**config.mk**
```make
export PLATFORM = sky130hd
export DESIGN_NAME = tick_divider
export DESIGN_NICKNAME = d
export VERILOG_FILES = /design/src/rtl/tick_divider.sv
export SDC_FILE = /design/constraint.sdc
export NUM_CORES = 1
export LEC_CHECK = 0
export CORE_MARGIN = 1
export CORE_UTILIZATION = 50
export DETAILED_ROUTE_END_ITERATION = 6
export GPL_TIMING_DRIVEN = 0
export HOLD_SLACK_MARGIN = 0.03
export PLACE_DENSITY = 0.67
export SKIP_CTS_REPAIR_TIMING = 1
export SYNTH_ARGS = -nofsm -noshare
export SYNTH_HDL_FRONTEND = slang
export SYNTH_SLANG_ARGS = --single-unit
```
**constraint.sdc**
```tcl
create_clock -name clk -period 14 [get_ports clk]
set_clock_uncertainty 0.2 [all_clocks]
set_input_delay 2.8 -clock clk [delete_from_list [all_inputs] [get_ports clk]]
set_output_delay 2.8 -clock clk [all_outputs]
set_load 0.005 [all_outputs]
```
**src/rtl/tick_divider.sv**
```systemverilog
// Multi-channel runtime-programmable tick / 50%-duty clock divider with shadowed divisors.
// Optional cascade (channel k advances on tick[k-1]) enabled by defining TICK_DIVIDER_CASCADE_EN.
module tick_divider #(
   parameter int CH       = 3,
   parameter int W        = 32,
   parameter int DIV_INIT = 50000000,
   localparam int SELW    = (CH > 1) ? $clog2(CH) : 1
) (
   input  logic            clk,
   input  logic            rst,
   input  logic            en,
   input  logic            div_wr,
   input  logic [SELW-1:0] div_sel,
   input  logic [W-1:0]    div_val,
   output logic [CH-1:0]   tick,
   output logic [CH-1:0]   clk_out,
   output logic [CH-1:0]   pend
);

   for (genvar k = 0; k < CH; k++) begin : g_ch
      logic [W-1:0] cnt_q, cnt_d;
      logic [W-1:0] act_q, act_d;
      logic [W-1:0] shd_q, shd_d;
      logic         pend_q, pend_d;
      logic         tick_q, tick_d;
      logic         clk_q, clk_d;
      logic         adv;
      logic         wr_hit;
      logic         term;

      if (k == 0) begin : g_adv_first
         assign adv = en;
      end else begin : g_adv_rest
`ifdef TICK_DIVIDER_CASCADE_EN
         assign adv = en & tick[k-1];
`else
         assign adv = en;
`endif
      end

      // Selects >= CH never match any channel, so out-of-range writes drop out here.
      assign wr_hit = div_wr && (div_sel == SELW'(k));
      assign term   = (act_q != '0) && (cnt_q == act_q - W'(1));

      always_comb begin
         cnt_d  = cnt_q;
         act_d  = act_q;
         shd_d  = shd_q;
         pend_d = pend_q;
         tick_d = 1'b0;
         clk_d  = clk_q;
         if (act_q == '0) begin
            // Disabled channel: nothing to protect, so a pending divisor applies at once.
            cnt_d = '0;
            if (pend_q) begin
               act_d  = shd_q;
               pend_d = 1'b0;
            end
         end else if (adv) begin
            if (term) begin
               cnt_d  = '0;
               tick_d = 1'b1;
               clk_d  = ~clk_q;
               if (pend_q) begin
                  act_d  = shd_q;
                  pend_d = 1'b0;
               end
            end else begin
               cnt_d = cnt_q + W'(1);
            end
         end
         // Capture after the apply so a same-cycle write stays pending for the next period.
         if (wr_hit) begin
            shd_d  = div_val;
            pend_d = 1'b1;
         end
      end

      always_ff @(posedge clk or posedge rst) begin
         if (rst) begin
            cnt_q  <= '0;
            act_q  <= W'(DIV_INIT);
            shd_q  <= W'(DIV_INIT);
            pend_q <= 1'b0;
            tick_q <= 1'b0;
            clk_q  <= 1'b0;
         end else begin
            cnt_q  <= cnt_d;
            act_q  <= act_d;
            shd_q  <= shd_d;
            pend_q <= pend_d;
            tick_q <= tick_d;
            clk_q  <= clk_d;
         end
      end

      assign tick[k]    = tick_q;
      assign clk_out[k] = clk_q;
      assign pend[k]    = pend_q;
   end

endmodule

```
==> results of run 1 <==
## state kept, by name, summed over array words and instances (netlist names)
register,cells
g_ch.clk_q,3
g_ch.pend_q,3
g_ch.cnt_q,96
g_ch.shd_q,96
g_ch.tick_q,3
g_ch.act_q,96
## worst reg2reg max path, delay by kind of cell, from the launching register on
family | cells | cell delay (ns)
AND/OR/NAND/NOR | 7 | 2.16
buffers and inverters | 3 | 1.08
flip-flops | 1 | 0.43
AO/OA/AOI/OAI | 1 | 0.29
adder cells (fa/ha/maj) | 1 | 0.22
XOR/XNOR | 1 | 0.18
## metal layers
metal	vias to the layer above	track usage	part of all wire
li1	5677	-	-
met1	5915	0.3610	0.47
met2	252	0.4071	0.46
met3	52	0.03634	0.044
met4	0	0.06533	0.019
met5	-	0	0
## where the power goes
group | switching [mW] | internal, mW
Clock | 0.344 | 0.535
Combinational | 0.346 | 0.292
Sequential | 0.124 | 1.00
## final cells by class
cell class	instances	area, um^2	share of cell area
plain buffers	82	404.1	0.02175
clock buffers	58	1065	0.05731
clock inverters	4	47.55	0.002559
inverters	38	150.1	0.008081
multi-input cells	1116	8332	0.4484
flip-flops and latches	297	7522	0.4048
well taps	435	544.3	0.02929
repair buffers	48	515.5	0.02774
## cell families after synthesis
group,after synthesis,share of synthesized area
adders and majority gates,6,0.004577
DFF,297,0.4587
xor gates and xnor gates,207,0.1105
muxes,186,0.1375
AOI/OAI and AO/OA,144,0.06584
buffers and inverters,120,0.03334
and+or+nand+nor,573,0.1895
## worst max path at each step
stage | start | endpoint | slack (ns) | cells after the start
final | en | g_ch[1].cnt_q[4]$_DFFE_PP0N_ | 8.24 | 7
after global routing | en | g_ch[1].cnt_q[4]$_DFFE_PP0N_ | 8.14 | 7
after CTS | en | g_ch[1].cnt_q[4]$_DFFE_PP0N_ | 8.29 | 7
after detailed placement | en | g_ch[1].cnt_q[4]$_DFFE_PP0N_ | 7.77 | 7
after global placement | rst | g_ch[0].cnt_q[27]$_DFFE_PP0N_ | -0.71 | 2
after floorplan | rst | g_ch[0].act_q[0]$_DFFE_PP0P_ | 2.91 | 1
## per-stage QoR
step,setup TNS (ns),instances,cell area (um^2)
floorplan,0,1533,16400
global placement,-153.09,2014,17410
detailed placement,0,2016,17470
CTS,0,2078,18580
global route,0,2078,18580
finish,0,2078,18580
## layout by cell type (no fill, tap or decap), types with 7 or more instances in the layout
cell             count
or4_1               20
buf_4                9
xnor2_1             92
a21oi_1             26
mux2_4              45
nand3b_1            11
dfstp_2             72
nand2_1             72
and2_1               8
clkdlybuf4s50_1     46
nor3_1              46
a32o_1               9
clkbuf_16           37
nand4_1             42
or2_2                8
nor2b_1             11
buf_6                7
nor2_1             149
mux2_2             107
or3_1               17
and3_1              26
nand3_1             62
xor2_1             115
inv_1               37
nor4_1              43
buf_2                8
mux2_1              28
nor3b_1              8
dfrtp_1            225
o21ai_0             23
and4_1              12
clkbuf_1            69
==> flow_metrics.env, run 1 <==
export IMPL_synth_nets=1577
export IMPL_clk_latency_ns=0.51
export IMPL_setup_viol_count_final=0
export IMPL_grt_total_usage=0.2539
export IMPL_slew_viol_final=0
export IMPL_clock_fmax_mhz=173.6
export IMPL_ys_flop_type="dfrtp_1"
export IMPL_gr_total_overflow=0
export IMPL_die_h_um=183.1
export IMPL_cts_tree="yes"
export IMPL_synthToLayoutAreaGrowth_pct=13.29
export IMPL_cp_arrival_ns=5.92
export IMPL_ios=47
export IMPL_root_buffer="clkbuf_16"
export IMPL_crit_fanout=10
export IMPL_final_hold_violation_count=0
export IMPL_drive_gt1_frac=0.2002
export IMPL_start_util=0.5144
export IMPL_drc=0
export IMPL_grt_pass1_wl_um=66470
export IMPL_grt_max_degree=132
export IMPL_ant_nets=0
export IMPL_vias_per_cell=5.725
export IMPL_path_class="input port to flip-flop"
export IMPL_dieArea_um2=33530
export IMPL_power_density_nw_per_um2=142.1
export IMPL_rrSetupSlack_ns=9.31
export IMPL_drt_wl_total_um=40960
export IMPL_peakVddDrop_mv=0.08938
export IMPL_netlist_area_leader_share=0.3433
export IMPL_core_um2=31880
export IMPL_holdWs_ns=0.2632
export IMPL_hold_path_class="flip-flop to flip-flop"
export IMPL_synthArstFlopShare=1.000
export IMPL_crit_buf_inv=5
export IMPL_timing_final_ws_setup_ns=8.240
export IMPL_cts_buffers=34
export IMPL_grt_pass1_vias=11928
export IMPL_dp_hpwl_um=30240
export IMPL_rsz0062_at_grt="false"
export IMPL_synth_warning_count=0
export IMPL_synth_cells=1533
export IMPL_post_route_period_util=0.4114
export IMPL_firstDrtPassIters=5
export IMPL_hold_start="g_ch[1].clk_q$_DFFE_PP0P_"
export IMPL_syn_area_um2=16400
export IMPL_gp_congestion=0.9045
export IMPL_wire_per_inst_um=19.71
export IMPL_maxCapViolCount=0
export IMPL_pre_cts_slack_ns=7.775
export IMPL_worstSetupStartpointType="input port"
export IMPL_cp_cell_sequence="clkdlybuf4s50_1, clkbuf_1, inv_1, o21bai_1, clkbuf_1, buf_1, nor2_1"
export IMPL_portBuffers=46
export IMPL_clk_path_buf_depth=3
export IMPL_timing_rr_start="g_ch[1].act_q[0]$_DFFE_PP0P_"
export IMPL_cts_num_sinks=297
export IMPL_critPathRequiredTime_ns=14.16
export IMPL_clk_pin_slew_worst_paths_ns=0.06
export IMPL_synth_area_per_cell_um2=10.70
export IMPL_dieWidth_um=183.1
export IMPL_ys_types=81
export IMPL_p_leak_nw=8.260
export IMPL_vias=11896
export IMPL_worstHoldEndpoint="g_ch[1].clk_q$_DFFE_PP0P_"
export IMPL_worst_slew_pin_slew_ns=1.023
export IMPL_cts_htree_levels=2
export IMPL_worstRegToRegCells=13
export IMPL_run_status="complete, no violations"
export IMPL_ys_ff_latch=297
export IMPL_final_core_util=0.5828
export IMPL_antenna_found_initial=0
export IMPL_max_stage_delay_ns=0.85
export IMPL_slowest_stage="clkdlybuf4s50_1"
export IMPL_slew_headroom=0.3166
export IMPL_synth_top_cell_by_area="dfrtp_1"
export IMPL_min_path_cells=1
export IMPL_synth_commonest_cells="dfrtp_1 (225), nor2_1 (149), xor2_1 (115)"
export IMPL_period_needed_ns=5.760
export IMPL_layout_nets=1661
export IMPL_rows=65
export IMPL_r2r_end="g_ch[1].cnt_q[4]$_DFFE_PP0N_"
export IMPL_fillers=2705
export IMPL_diodes=0
export IMPL_crit_family="buffers and inverters"
export IMPL_crit_path_frequent_cell="clkbuf_1"
export IMPL_synth_area_leaders="dfrtp_1 (34%), dfstp_2 (12%), mux2_2 (7.3%)"
export IMPL_ys_seq_area_frac=0.4587
export IMPL_total_power_mw=2.640
export IMPL_synth_edf_count=0
export IMPL_drtIter0Drc=801
export IMPL_yosysMostFrequentCell="dfrtp_1"
export IMPL_setup_worst_path_end_class="flip-flop"
Power figures use the tool's default switching activity.
==> run 2, diff against run 1 <==
==> constraint.sdc (replaced) <==
create_clock -name clk -period 5.4 [get_ports clk]
set_clock_uncertainty 0.2 [all_clocks]
set_input_delay 1.08 -clock clk [delete_from_list [all_inputs] [get_ports clk]]
set_output_delay 1.08 -clock clk [all_outputs]
set_load 0.005 [all_outputs]
==> run 2 against run 1 <==
Effect of this change: sequential share of layout area shrank 0.13 points; register-to-register slack lost 8.6 ns; worst setup slack lost 7.5 ns; power grew to 2.6 times the previous value; hold slack gained 0.0049 ns; highest routed layer unchanged.
==> flow_metrics.env, run 2 (same netlist as run 1, synthesis figures left out) <==
export IMPL_timing_final_ws_setup_ns=0.7028
export IMPL_slew_viol_final=0
export IMPL_crit_family="simple AND/OR/NAND/NOR gates"
export IMPL_cp_cell_sequence="inv_1, ha_1, or4b_2, or4_1, nor3_1, xnor2_1, nand3_1, nor4_1, nand4_1, o21bai_1, clkbuf_1, buf_1, nor2_1"
export IMPL_cts_tree="yes"
export IMPL_clk_pin_slew_worst_paths_ns=0.06
export IMPL_root_buffer="clkbuf_16"
export IMPL_max_stage_delay_ns=0.68
export IMPL_setup_worst_path_end_class="flip-flop"
export IMPL_dp_cells=2022
export IMPL_period_needed_ns=4.697
export IMPL_worstSetupStartpointType="flip-flop"
export IMPL_pre_cts_slack_ns=0.7732
export IMPL_cts_num_sinks=297
export IMPL_layout_nets=1667
export IMPL_maxCapViolCount=0
export IMPL_final_core_util=0.5847
export IMPL_crit_fanout=10
export IMPL_crit_buf_inv=3
export IMPL_clk_path_buf_depth=3
export IMPL_power_density_nw_per_um2=364.4
export IMPL_worst_slew_pin_slew_ns=1.248
export IMPL_start_util=0.5144
export IMPL_cts_htree_levels=2
export IMPL_final_common_cell="dfrtp_1"
export IMPL_wire_per_inst_um=19.71
export IMPL_ant_nets=0
export IMPL_mostFrequentLayoutCells="dfrtp_1 (225), nor2_1 (149), xor2_1 (115), mux2_2 (107), xnor2_1 (92)"
export IMPL_cp_arrival_ns=4.87
export IMPL_total_power_mw=6.792
export IMPL_clock_fmax_mhz=212.9
export IMPL_dieArea_um2=33530
export IMPL_rows=65
export IMPL_slew_headroom=0.1659
export IMPL_setup_tns_ns=0
export IMPL_holdWs_ns=0.2681
export IMPL_place_area_um2=17570
export IMPL_core_um2=31880
export IMPL_drive_gt1_frac=0.2057
export IMPL_run_status="complete, no violations"
export IMPL_clk_latency_ns=0.52
export IMPL_reg_top3="g_ch.act_q (96), g_ch.cnt_q (96), g_ch.shd_q (96)"
export IMPL_diodes=0
export IMPL_synthToLayoutAreaGrowth_pct=13.65
export IMPL_grt_max_degree=42
export IMPL_fin_area_um2=18640
export IMPL_final_instance_count_excl_fill=2083
export IMPL_grt_pass1_vias=12038
export IMPL_slowest_stage="or4b_2"
export IMPL_rsz0062_at_grt="false"
export IMPL_dp_hpwl_um=30840
export IMPL_ios=47
export IMPL_drtIter0Drc=719
export IMPL_die_h_um=183.1
export IMPL_gr_total_overflow=0
export IMPL_portBuffers=46
export IMPL_path_class="flip-flop to flip-flop"
export IMPL_p_leak_nw=8.287
export IMPL_post_route_period_util=0.8699
export IMPL_dieWidth_um=183.1
export IMPL_peakVddDrop_mv=0.2354
export IMPL_grt_pass1_wl_um=66730
export IMPL_grt_total_usage=0.2559
export IMPL_vias=12004
export IMPL_vias_per_cell=5.763
export IMPL_drc=0
export IMPL_cts_buffers=34
export IMPL_final_hold_violation_count=0
export IMPL_firstDrtPassIters=5
export IMPL_hold_path_class="flip-flop to flip-flop"
export IMPL_critPathRequiredTime_ns=5.58
export IMPL_drt_wl_total_um=41050
export IMPL_setup_viol_count_final=0
export IMPL_gp_congestion=0.9138
export IMPL_antenna_found_initial=0
run 2: cell types whose count changed in the layout (fill, tap and decap cells not counted):
| cell | before | now |
|---|---|---|
| buf_16 | 2 | 0 |
| clkinv_4 | 0 | 2 |
| clkinv_2 | 2 | 6 |
| clkbuf_1 | 69 | 64 |
| clkbuf_16 | 37 | 35 |
| buf_12 | 0 | 8 |
| inv_6 | 0 | 1 |
| clkbuf_8 | 6 | 4 |
| clkinvlp_4 | 1 | 3 |
| inv_8 | 1 | 0 |
run 2: routing by layer:
metal / vias to the layer above / track usage / wire [um]
li1: 5679 / - / -
met1: 5978 / 0.3604 / 19500
met2: 268 / 0.4071 / 18750
met3: 79 / 0.03356 / 1582
met4: 0 / 0.08733 / 1215
met5: - / 0 / 0
run 2: where the power goes:
part	internal [mW]	leakage (nW)	switching, mW
Clock	1.30	0.523	0.918
Combinational	0.764	4.11	0.899
Sequential	2.59	3.65	0.318
Total	4.66	8.29	2.13
run 2: final cells by class:
type | instances | area [um^2]
buffer | 82 | 404.1
clock inverter | 12 | 101.3
inverter | 38 | 146.4
clock buffer | 49 | 968.4
timing repair buffer | 54 | 620.6
fill | 2708 | 13240
multi-input combinational | 1116 | 8332
tap | 435 | 544.3
sequential | 297 | 7522
run 2: worst paths after layout:
kind                       slack [ns]  cells after the start                             to                          from
max                              0.70                     13   g_ch[1].cnt_q[9]$_DFFE_PP0N_  g_ch[1].act_q[0]$_DFFE_PP0P_
min                              0.27                      1      g_ch[2].clk_q$_DFFE_PP0P_     g_ch[2].clk_q$_DFFE_PP0P_
max reg2reg                      0.70                     13   g_ch[1].cnt_q[9]$_DFFE_PP0N_  g_ch[1].act_q[0]$_DFFE_PP0P_
min reg2reg                      0.27                      1      g_ch[2].clk_q$_DFFE_PP0P_     g_ch[2].clk_q$_DFFE_PP0P_
max in group asynchronous        2.81                      6  g_ch[0].act_q[13]$_DFFE_PP1P_                           rst
min in group asynchronous        0.74                      2   g_ch[2].shd_q[5]$_DFFE_PP0P_                           rst
==> run 3, diff against run 2 <==
--- a/config.mk
+++ b/config.mk
@@ -15,3 +15,4 @@
 export SYNTH_ARGS = -nofsm -noshare
 export SYNTH_HDL_FRONTEND = slang
 export SYNTH_SLANG_ARGS = --single-unit
+export TNS_END_PERCENT = 20
==> results of run 3 <==
No change in the layout: final DEF, timing and power equal those of run 2.
